**config.mk**
```make
export PLATFORM = sky130hd
export DESIGN_NAME = picosoc_iomem_arbiter
export DESIGN_NICKNAME = d
export VERILOG_FILES = /design/src/rtl/picosoc_iomem_arbiter.sv
export SDC_FILE = /design/constraint.sdc
export NUM_CORES = 1
export LEC_CHECK = 0
export CAP_MARGIN = 20
export CORE_MARGIN = 3
export CORE_UTILIZATION = 42
export CTS_CLUSTER_DIAMETER = 50
export DETAILED_ROUTE_END_ITERATION = 7
export PLACE_DENSITY = 0.81
export SYNTH_ARGS = -nofsm -noshare
export SYNTH_HDL_FRONTEND = slang
export SYNTH_SLANG_ARGS = --single-unit
```
**constraint.sdc**
```tcl
create_clock -name clk -period 2.8 [get_ports clk]
set_clock_uncertainty 0.1 [all_clocks]
set_input_delay 0.28 -clock clk [delete_from_list [all_inputs] [get_ports clk]]
set_output_delay 0.28 -clock clk [all_outputs]
set_load 0.02 [all_outputs]
```
**src/rtl/picosoc_iomem_arbiter.sv**
```systemverilog
// Two-master round-robin arbiter for the PicoSoC iomem bus, with a watchdog
// that force-completes transactions the addressed peripheral never acknowledges.
//
// state  | meaning
// -------+-----------------------------------------------
// IDLE   | waiting for a request; arbitrates and latches it
// ACCESS | request driven on the peripheral bus
// RESP   | one-cycle completion pulse to the granted master

module picosoc_iomem_arbiter #(
   parameter int unsigned TIMEOUT_CYCLES = 1024,
   parameter logic [31:0] TIMEOUT_RDATA  = 32'hFFFF_FFFF
) (
   input  logic        clk,
   input  logic        resetn,

   input  logic        m0_valid,
   input  logic        m0_instr,
   input  logic [3:0]  m0_wstrb,
   input  logic [31:0] m0_addr,
   input  logic [31:0] m0_wdata,
   output logic [31:0] m0_rdata,
   output logic        m0_ready,

   input  logic        m1_valid,
   input  logic        m1_instr,
   input  logic [3:0]  m1_wstrb,
   input  logic [31:0] m1_addr,
   input  logic [31:0] m1_wdata,
   output logic [31:0] m1_rdata,
   output logic        m1_ready,

   output logic        s_valid,
   output logic        s_instr,
   output logic [3:0]  s_wstrb,
   output logic [31:0] s_addr,
   output logic [31:0] s_wdata,
   input  logic [31:0] s_rdata,
   input  logic        s_ready,

   output logic        grant_o,
   output logic        timeout_o,
   output logic [31:0] timeout_addr_o
);

   typedef enum logic [1:0] {
      ST_IDLE,
      ST_ACCESS,
      ST_RESP
   } state_t;

   localparam logic [15:0] CNT_LAST = 16'(TIMEOUT_CYCLES - 1);

   state_t      state;
   logic        last_grant;
   logic [15:0] cnt;
   logic        pick_m1;
   logic        done;
   logic [31:0] done_data;

   // On contention the master that did not own the previous transaction wins.
   assign pick_m1 = m1_valid & (~m0_valid | ~last_grant);

   // Completion of the current ACCESS, either by the peripheral or by the watchdog.
   assign done      = s_ready | (cnt == CNT_LAST);
   assign done_data = s_ready ? s_rdata : TIMEOUT_RDATA;

   always_ff @(posedge clk or negedge resetn) begin
      if (!resetn) begin
         state          <= ST_IDLE;
         last_grant     <= 1'b1;
         cnt            <= '0;
         grant_o        <= 1'b0;
         s_valid        <= 1'b0;
         s_instr        <= 1'b0;
         s_wstrb        <= '0;
         s_addr         <= '0;
         s_wdata        <= '0;
         m0_ready       <= 1'b0;
         m1_ready       <= 1'b0;
         m0_rdata       <= '0;
         m1_rdata       <= '0;
         timeout_o      <= 1'b0;
         timeout_addr_o <= '0;
      end else begin
         m0_ready  <= 1'b0;
         m1_ready  <= 1'b0;
         m0_rdata  <= '0;
         m1_rdata  <= '0;
         timeout_o <= 1'b0;

         case (state)
            ST_IDLE: begin
               if (m0_valid || m1_valid) begin
                  grant_o    <= pick_m1;
                  last_grant <= pick_m1;
                  s_instr    <= pick_m1 ? m1_instr : m0_instr;
                  s_wstrb    <= pick_m1 ? m1_wstrb : m0_wstrb;
                  s_addr     <= pick_m1 ? m1_addr  : m0_addr;
                  s_wdata    <= pick_m1 ? m1_wdata : m0_wdata;
                  s_valid    <= 1'b1;
                  cnt        <= '0;
                  state      <= ST_ACCESS;
               end
            end

            ST_ACCESS: begin
               if (done) begin
                  s_valid <= 1'b0;
                  state   <= ST_RESP;
                  if (grant_o) begin
                     m1_ready <= 1'b1;
                     m1_rdata <= done_data;
                  end else begin
                     m0_ready <= 1'b1;
                     m0_rdata <= done_data;
                  end
                  if (!s_ready) begin
                     timeout_o      <= 1'b1;
                     timeout_addr_o <= s_addr;
                  end
               end else if (cnt != 16'hFFFF) begin
                  cnt <= cnt + 16'd1;
               end
            end

            ST_RESP: begin
               state <= ST_IDLE;
            end

            default: begin
               state <= ST_IDLE;
            end
         endcase
      end
   end

endmodule
```
==> summary.txt, run 1 <==
Synthesis
  – Syn. warnings: 0
  – Post-synth ARST share: 1.000
  – Leading cell types by count after synthesis: dfrtp_1 (188), o21ai_0 (81), nand2_1 (79)
  – Post-Syn Area: 7685 um2
  – Number of synthesized flops with an enable pin: 0
  – Largest area contributor in the netlist: dfrtp_1
  – Area contributors post-synth: dfrtp_1 (61%), mux2i_1 (9.0%), o21ai_0 (5.3%)
  – Mapped Nets: 850
  – Post-Syn Instances: 674
  – Synth Flop Type: dfrtp_1
  – Top cell type's share of synthesized area: 0.6122
  – Seq cells post-synth: 189
  – Sequential-to-total area share from yosys stat: 0.6156
  – Synth unique cells: 41
  – Mean Syn Cell Area: 11.40 um2
  – Most numerous cell in the Yosys netlist: dfrtp_1

Global route
  – Vias in the first global route: 6507
  – Initial antenna violation count: 2
  – Gr ovfl total: 0
  – Largest net degree at the start of global routing: 77
  – First-pass GRT wire length: 35.62 mm
  – GRT Util Overall: 0.2291

Finish
  – # diodes: 0
  – Fill cells: 1373
  – Final nets: 1188
  – Design Area, Final: 12020 um2
  – Layout area overhead: 56.45%
  – Share of layout cells above drive strength 1: 0.07902

Timing
  – Setup TNS Final: 0 ns
  – Worst-Margin Slew: 0.5882 ns
  – Slew HR: 0.6037
  – Max-slew violation count: 0
  – Final Setup Violations: 0
  – RSZ-0062 raised after global routing: no
  – Min Tclk post-route: 2.157 ns
  – Fin crit share: 0.7703
  – Final Hold Fails: 0
  – Achievable frequency: 0.4637 GHz
  – Worst hold slack: 0.3187 ns

Setup path
  – Data required time of the worst path: 2.99 ns
  – CP max FO: 33
  – Crit path arrival time: 2.35 ns
  – Nature of the critical path endpoint: flop
  – Crit-path cells: ha_1 -> and3_1 -> and3_1 -> a21o_1 -> nand3_1 -> buf_4 -> nor2_1
  – Crit Path Category: flop to flop
  – Max stage delay on crit path: 0.41 ns
  – Reg-to-reg setup timing slack: 0.64 ns
  – Slowest CP cell: dfrtp_1
  – CP most frequent cell: and3_1
  – Crit start category: flop

Clock tree
  – CTS Buf Count: 17
  – Worst-skew pair later-pin latency: 0.42 ns
  – Reg clk slew, reported paths: 0.07 ns
  – H-Tree Depth: 4
  – CTS tree: yes
  – Clock buffer depth: 2
  – Clk root buf: clkbuf_16
  – Clock Sink Count: 189

Run status
  – Status: complete, no violations

Placement
  – DP Wirelength: 17.34 mm
  – Area after DPL: 11420 um2
  – Port-buffer cells: 344
  – RD Place Congestion: 0.8405

Route
  – DR pass1 iterations: 4
  – Starting DRT DRC Count: 303
  – Total Wirelength: 22.90 mm
  – Number of nets with antenna violations after routing: 0
  – Vias: 6270
  – Vias per Instance: 5.016
  – Wire length per cell: 18.32 um
  – Drc violations: 0

Floorplanning
  – Die width: 141.3 um
  – Die area: 19960 um2
  – I/O Pins: 345
  – Core area: 17600 um2
  – Initial core utilization: 0.4367
  – # rows: 48
  – Die H: 141.3 um

Pwr
  – Seq pwr share: 0.377
  – PwrDens: 880.1 nW/um2
  – Switching share of total power: 0.3678
  – Pleak: 5.416 nW
  – Logic pwr share: 0.398
  – Worst VDD drop: 0.0006960 V
  – Switch Pwr: 3.892 mW
  – Clock power frac: 0.225
  – Internal power: 6.689 mW

Worst hold path
  – Hold Path Class: input pin to async pin

Flow run
  – Max_cap viols: 0
[critical path: cells and delay by family, from the launching register on]
| kind | cells | cell delay [ns] |
|---|---|---|
| AO/OA/AOI/OAI | 1 | 0.22 |
| adder cells (fa/ha/maj) | 1 | 0.22 |
| buffers and inverters | 1 | 0.34 |
| AND/OR/NAND/NOR | 4 | 0.72 |
| flip-flops | 1 | 0.41 |
[sequential cells by signal, summed over array words and instances (netlist names)]
| signal | cells |
|---|---|
| s_addr | 32 |
| s_wdata | 32 |
| last_grant | 1 |
| state | 2 |
| s_instr | 1 |
| s_wstrb | 4 |
| cnt | 16 |
| timeout_o | 1 |
| m1_rdata | 32 |
| timeout_addr_o | 32 |
| grant_o | 1 |
| m0_ready | 1 |
| s_valid | 1 |
| m0_rdata | 32 |
| m1_ready | 1 |
[metal layers]
metal	routed length [um]	GRT usage	share of wire
met2	11670	0.3940	0.51
met4	877	0.09893	0.038
met5	28	0	0.0012
met1	8622	0.2704	0.38
met3	1699	0.06202	0.074
[final cells by class]
class / instances / area [um2] / area share
Sequential cell: 189 / 4731 / 0.3935
Clock buffer: 18 / 439.2 / 0.03653
Timing Repair Buffer: 359 / 3637 / 0.3025
Clock inverter: 14 / 150.1 / 0.01249
Multi-Input combinational cell: 437 / 2754 / 0.2291
Inverter: 8 / 30.03 / 0.002498
Tap cell: 225 / 281.5 / 0.02342
[final timing paths]
| check | end | depth (start not counted) | start |
|---|---|---|---|
| max | m1_rdata[20] | 7 | cnt[0] |
| min | m0_rdata[27] | 2 | resetn |
| max reg2reg | m1_rdata[20] | 7 | cnt[0] |
| min reg2reg | s_wstrb[0] | 2 | s_wstrb[0] |
| max in group asynchronous | m0_rdata[18] | 3 | resetn |
| min in group clk | m1_rdata[10] | 3 | s_rdata[10] |
[repair_timing]
item                                   4_1_cts  5_1_grt
buffers inserted                             0        0
endpoints found under the hold margin       65        0
hold buffers                                 1        0
gates resized for setup                      0        0
[kinds of logic after synthesis]
logic type,share of synthesized area
buffers and inverters,0.02898
AND/OR/NAND/NOR,0.1320
AO/OA/AOI/OAI,0.08353
multiplexers,0.1382
flip-flops,0.6156
adder cells (fa/ha/maj),0.001628
[per-stage QoR]
| step | power (mW) | utilization | setup slack [ns] | instances |
|---|---|---|---|---|
| final | 10.58 | 0.6832 | 0.6432 | 1250 |
| after floorplan | 6.008 | - | 0.8260 | 674 |
| after global placement | 8.169 | 0.6492 | 0.6923 | 1217 |
| after CTS | 10.70 | 0.6832 | 0.6420 | 1250 |
| after global routing | 11.18 | 0.6832 | 0.5120 | 1250 |
| after detailed placement | 8.286 | 0.6492 | 0.6420 | 1217 |
[power groups by stage]
stage,Sequential [mW],Combinational (mW),Clock [mW]
detailed placement,4.03,4.25,0
floorplan,4.78,1.23,0
global route,4.09,4.53,2.55
global placement,4.00,4.17,0
CTS,3.99,4.27,2.44
finish,3.99,4.21,2.38
[placed cells by master, fill, tap and decap left out, drive strengths merged, types with 3 or more instances in the layout]
cell           Yosys  final
nor3               6      6
o22a               3      3
nand2             79     79
and2               3      3
a21o               4      4
o21ai             82     82
dfrtp            188    188
mux2i             69     69
nand3             11     11
nor2              73     73
buf               19     14
clkdlybuf4s50      0    343
nor2b             33     33
mux2              33     33
clkbuf            21     19
a21oi              5      5
inv                8     14
clkinvlp           0      4
and3               8      8
clkinv             0      3
a31oi              6      6
Note: power is estimated with default switching activity, not from simulation.
==> run 2, diff against run 1 <==
- clock period: 2.8 -> 2.1 ns (I/O delays scaled with it)
==> summary.txt, run 2 (synthesis results as in run 1) <==
Route
  – Starting DRT DRC Count: 282 (-6.9%)
  – Wire length per cell: 18.27 um (-0.28%)
  – Total Wirelength: 23.13 mm (+1.0%)
  – Vias: 6254 (-0.26%)
  – Vias per Instance: 4.940 (-1.5%)
  – Number of nets with antenna violations after routing: 0 (unchanged)
  – Drc violations: 0 (unchanged)
  – DR pass1 iterations: 4 (unchanged)

Clock tree
  – Clock Sink Count: 189 (unchanged)
  – CTS tree: yes
  – CTS Buf Count: 17 (unchanged)
  – H-Tree Depth: 4 (unchanged)
  – Clk root buf: clkbuf_16
  – Clock buffer depth: 2 (unchanged)
  – Reg clk slew, reported paths: 0.07 ns (about the same)
  – Worst-skew pair later-pin latency: 0.42 ns (about the same)

Setup path
  – Crit Path Category: flop to flop
  – Max stage delay on crit path: 0.39 ns (-0.02 ns)
  – CP max FO: 16 (-52%)
  – Reg2reg start: cnt[0]
  – Crit path arrival time: 2.22 ns (-0.13 ns)
  – Crit-path cells: ha_1 -> and3_2 -> nand3_4 -> nor3_4 -> buf_12 -> clkbuf_16 -> mux2_2
  – R2R depth: 7 (unchanged)
  – WP buf/inv: 2 (+1)
  – Crit start category: flop
  – Nature of the critical path endpoint: flop
  – Top delay family on crit path: simple AND/OR/NAND/NOR gates
  – Slowest CP cell: dfrtp_1
  – Data required time of the worst path: 2.30 ns (-0.69 ns)
  – Reg-to-reg setup timing slack: 0.08 ns (-0.56 ns)
  – Reg2reg end: timeout_addr_o[15]

Finish
  – Fill cells: 1319 (-3.9%)
  – Most frequent cells in the layout: clkdlybuf4s50_1 (343), dfrtp_1 (188), o21ai_0 (81), nand2_1 (79), nor2_1 (73)
  – Commonest non-fill, non-tap cell in the layout: clkdlybuf4s50_1
  – Share of layout cells above drive strength 1: 0.09414 (+0.01512)
  – # diodes: 0 (unchanged)
  – Final nets: 1204 (+1.3%)
  – Final std cells w/o fill: 1266 (+1.3%)
  – Layout area overhead: 59.44%

Pwr
  – Switch Pwr: 5.170 mW (+33%)
  – PwrDens: 1174 nW/um2 (+33%)
  – Pleak: 5.553 nW (+2.5%)
  – Worst VDD drop: 0.0006818 V (-2.0%)
  – Logic pwr share: 0.399 (about the same)
  – Internal power: 9.220 mW (+38%)
  – Total power: 14.39 mW (+36%)
  – Clock power frac: 0.233 (+0.008)
  – Seq pwr share: 0.368 (-0.009)
  – Switching share of total power: 0.3593 (-0.008531)

Timing
  – Achievable frequency: 0.4958 GHz (+6.9%)
  – Final Setup Violations: 0 (unchanged)
  – Worst hold slack: 0.2005 ns (-0.1182 ns)
  – Min Tclk post-route: 2.017 ns (-0.1399 ns)
  – Fin crit share: 0.9604 (+0.1901)
  – Worst-Margin Slew: 0.4932 ns (-0.09501 ns)
  – Slew HR: 0.6700 (+0.06627)
  – Final Hold Fails: 0 (unchanged)
  – Max-slew violation count: 0 (unchanged)

Placement
  – DP Wirelength: 17.44 mm (+0.55%)
  – Placed Cells: 1231 (+1.2%)
  – RD Place Congestion: 0.8403 (about the same)
  – Port-buffer cells: 344 (unchanged)

Global route
  – Largest net degree at the start of global routing: 77 (unchanged)
  – GRT Util Overall: 0.2280 (-0.001106)
  – Gr ovfl total: 0 (unchanged)
  – Vias in the first global route: 6348 (-2.4%)
  – Initial antenna violation count: 0 (-2)
  – First-pass GRT wire length: 35.51 mm (-0.31%)

Floorplanning
  – Die width: 141.3 um (unchanged)
  – Die H: 141.3 um (unchanged)
  – # rows: 48 (unchanged)
  – Initial core utilization: 0.4367 (unchanged)
  – Core area: 17600 um2 (unchanged)
  – Die area: 19960 um2 (unchanged)
  – I/O Pins: 345 (unchanged)

Worst hold path
  – Hold Path Class: input pin to async pin

Run status
  – Status: complete, no violations

Flow run
  – Max_cap viols: 0 (unchanged)
run 2: changes by cell type in the layout (fill, tap and decap cells not counted):
| cell | delta |
|---|---|
| inv_8 | -1 |
| clkinvlp_4 | -3 |
| inv_6 | +2 |
| bufinv_16 | +2 |
| clkinv_2 | +2 |
| buf_4 | +10 |
| clkbuf_16 | +1 |
| clkinv_8 | -1 |
| and3_2 | +1 |
| buf_12 | +5 |
| and3_1 | -1 |
| clkinv_4 | -1 |
run 2: worst reg2reg max path, stage by stage, from the launching register on:
cell and delay, ns:
dfrtp_1 0.39, ha_1 0.19, and3_2 0.24, nand3_4 0.13, nor3_4 0.18, buf_12 0.15, clkbuf_16 0.18, mux2_2 0.35
run 2: worst max-delay path by stage:
| stage | start | endpoint | slack [ns] | depth (start not counted) |
|---|---|---|---|---|
| after detailed placement | cnt[0] | timeout_addr_o[12] | 0.04 | 6 |
| after global placement | cnt[0] | timeout_addr_o[12] | 0.11 | 6 |
| final | cnt[0] | timeout_addr_o[15] | 0.08 | 7 |
| after floorplan | cnt[0] | timeout_addr_o[10] | 0.13 | 7 |
| after CTS | cnt[0] | timeout_addr_o[28] | 0.02 | 6 |
| after global routing | cnt[10] | timeout_addr_o[20] | -0.02 | 6 |
run 2: final cells by class:
| cell class | instances | area, um2 | share of cell area |
|---|---|---|---|
| tap | 225 | 281.5 | 0.02298 |
| clock buffer | 18 | 439.2 | 0.03584 |
| sequential | 189 | 4731 | 0.3861 |
| clock inverter | 14 | 178.9 | 0.01460 |
| inverter | 8 | 30.03 | 0.002451 |
| timing repair buffer | 375 | 3837 | 0.3132 |
| multi-input combinational | 437 | 2755 | 0.2249 |
run 2: repair_timing:
action	in CTS	in global routing
hold endpoints to repair	74	0
resized for setup	0	1
endpoints found under the setup margin	0	31
hold buffers	1	0
buffers inserted	0	1
run 2: per-layer routing:
layer / vias up / wire length, um / global-route usage / part of all wire
met5: - / 0 / 0 / 0
met4: 0 / 563 / 0.06782 / 0.024
met3: 39 / 1450 / 0.04921 / 0.063
met2: 223 / 11830 / 0.3970 / 0.51
met1: 2985 / 9286 / 0.2865 / 0.40
li1: 3007 / - / - / -
run 2: metrics by stage:
step / setup WS (ns) / TNS (ns) / utilization / area (um2)
after floorplan: 0.1260 / 0 / - / 7685
after CTS: 0.02231 / 0 / 0.6937 / 12210
final: 0.08313 / 0 / 0.6963 / 12250
after global placement: 0.1116 / 0 / 0.6580 / 11580
after detailed placement: 0.03710 / 0 / 0.6580 / 11580
after global routing: -0.01859 / -0.3127 / 0.6963 / 12250
run 2: power by group through the flow:
stage          clock network [mW]  registers (mW)  logic [mW]
3_3_place_gp                    0            5.30        5.70
4_1_cts                      3.43            5.30        5.81
2_1_floorplan                   0            6.38        1.63
5_1_grt                      3.57            5.42        6.18
3_5_place_dp                    0            5.36        5.79
6_report                     3.35            5.30        5.74
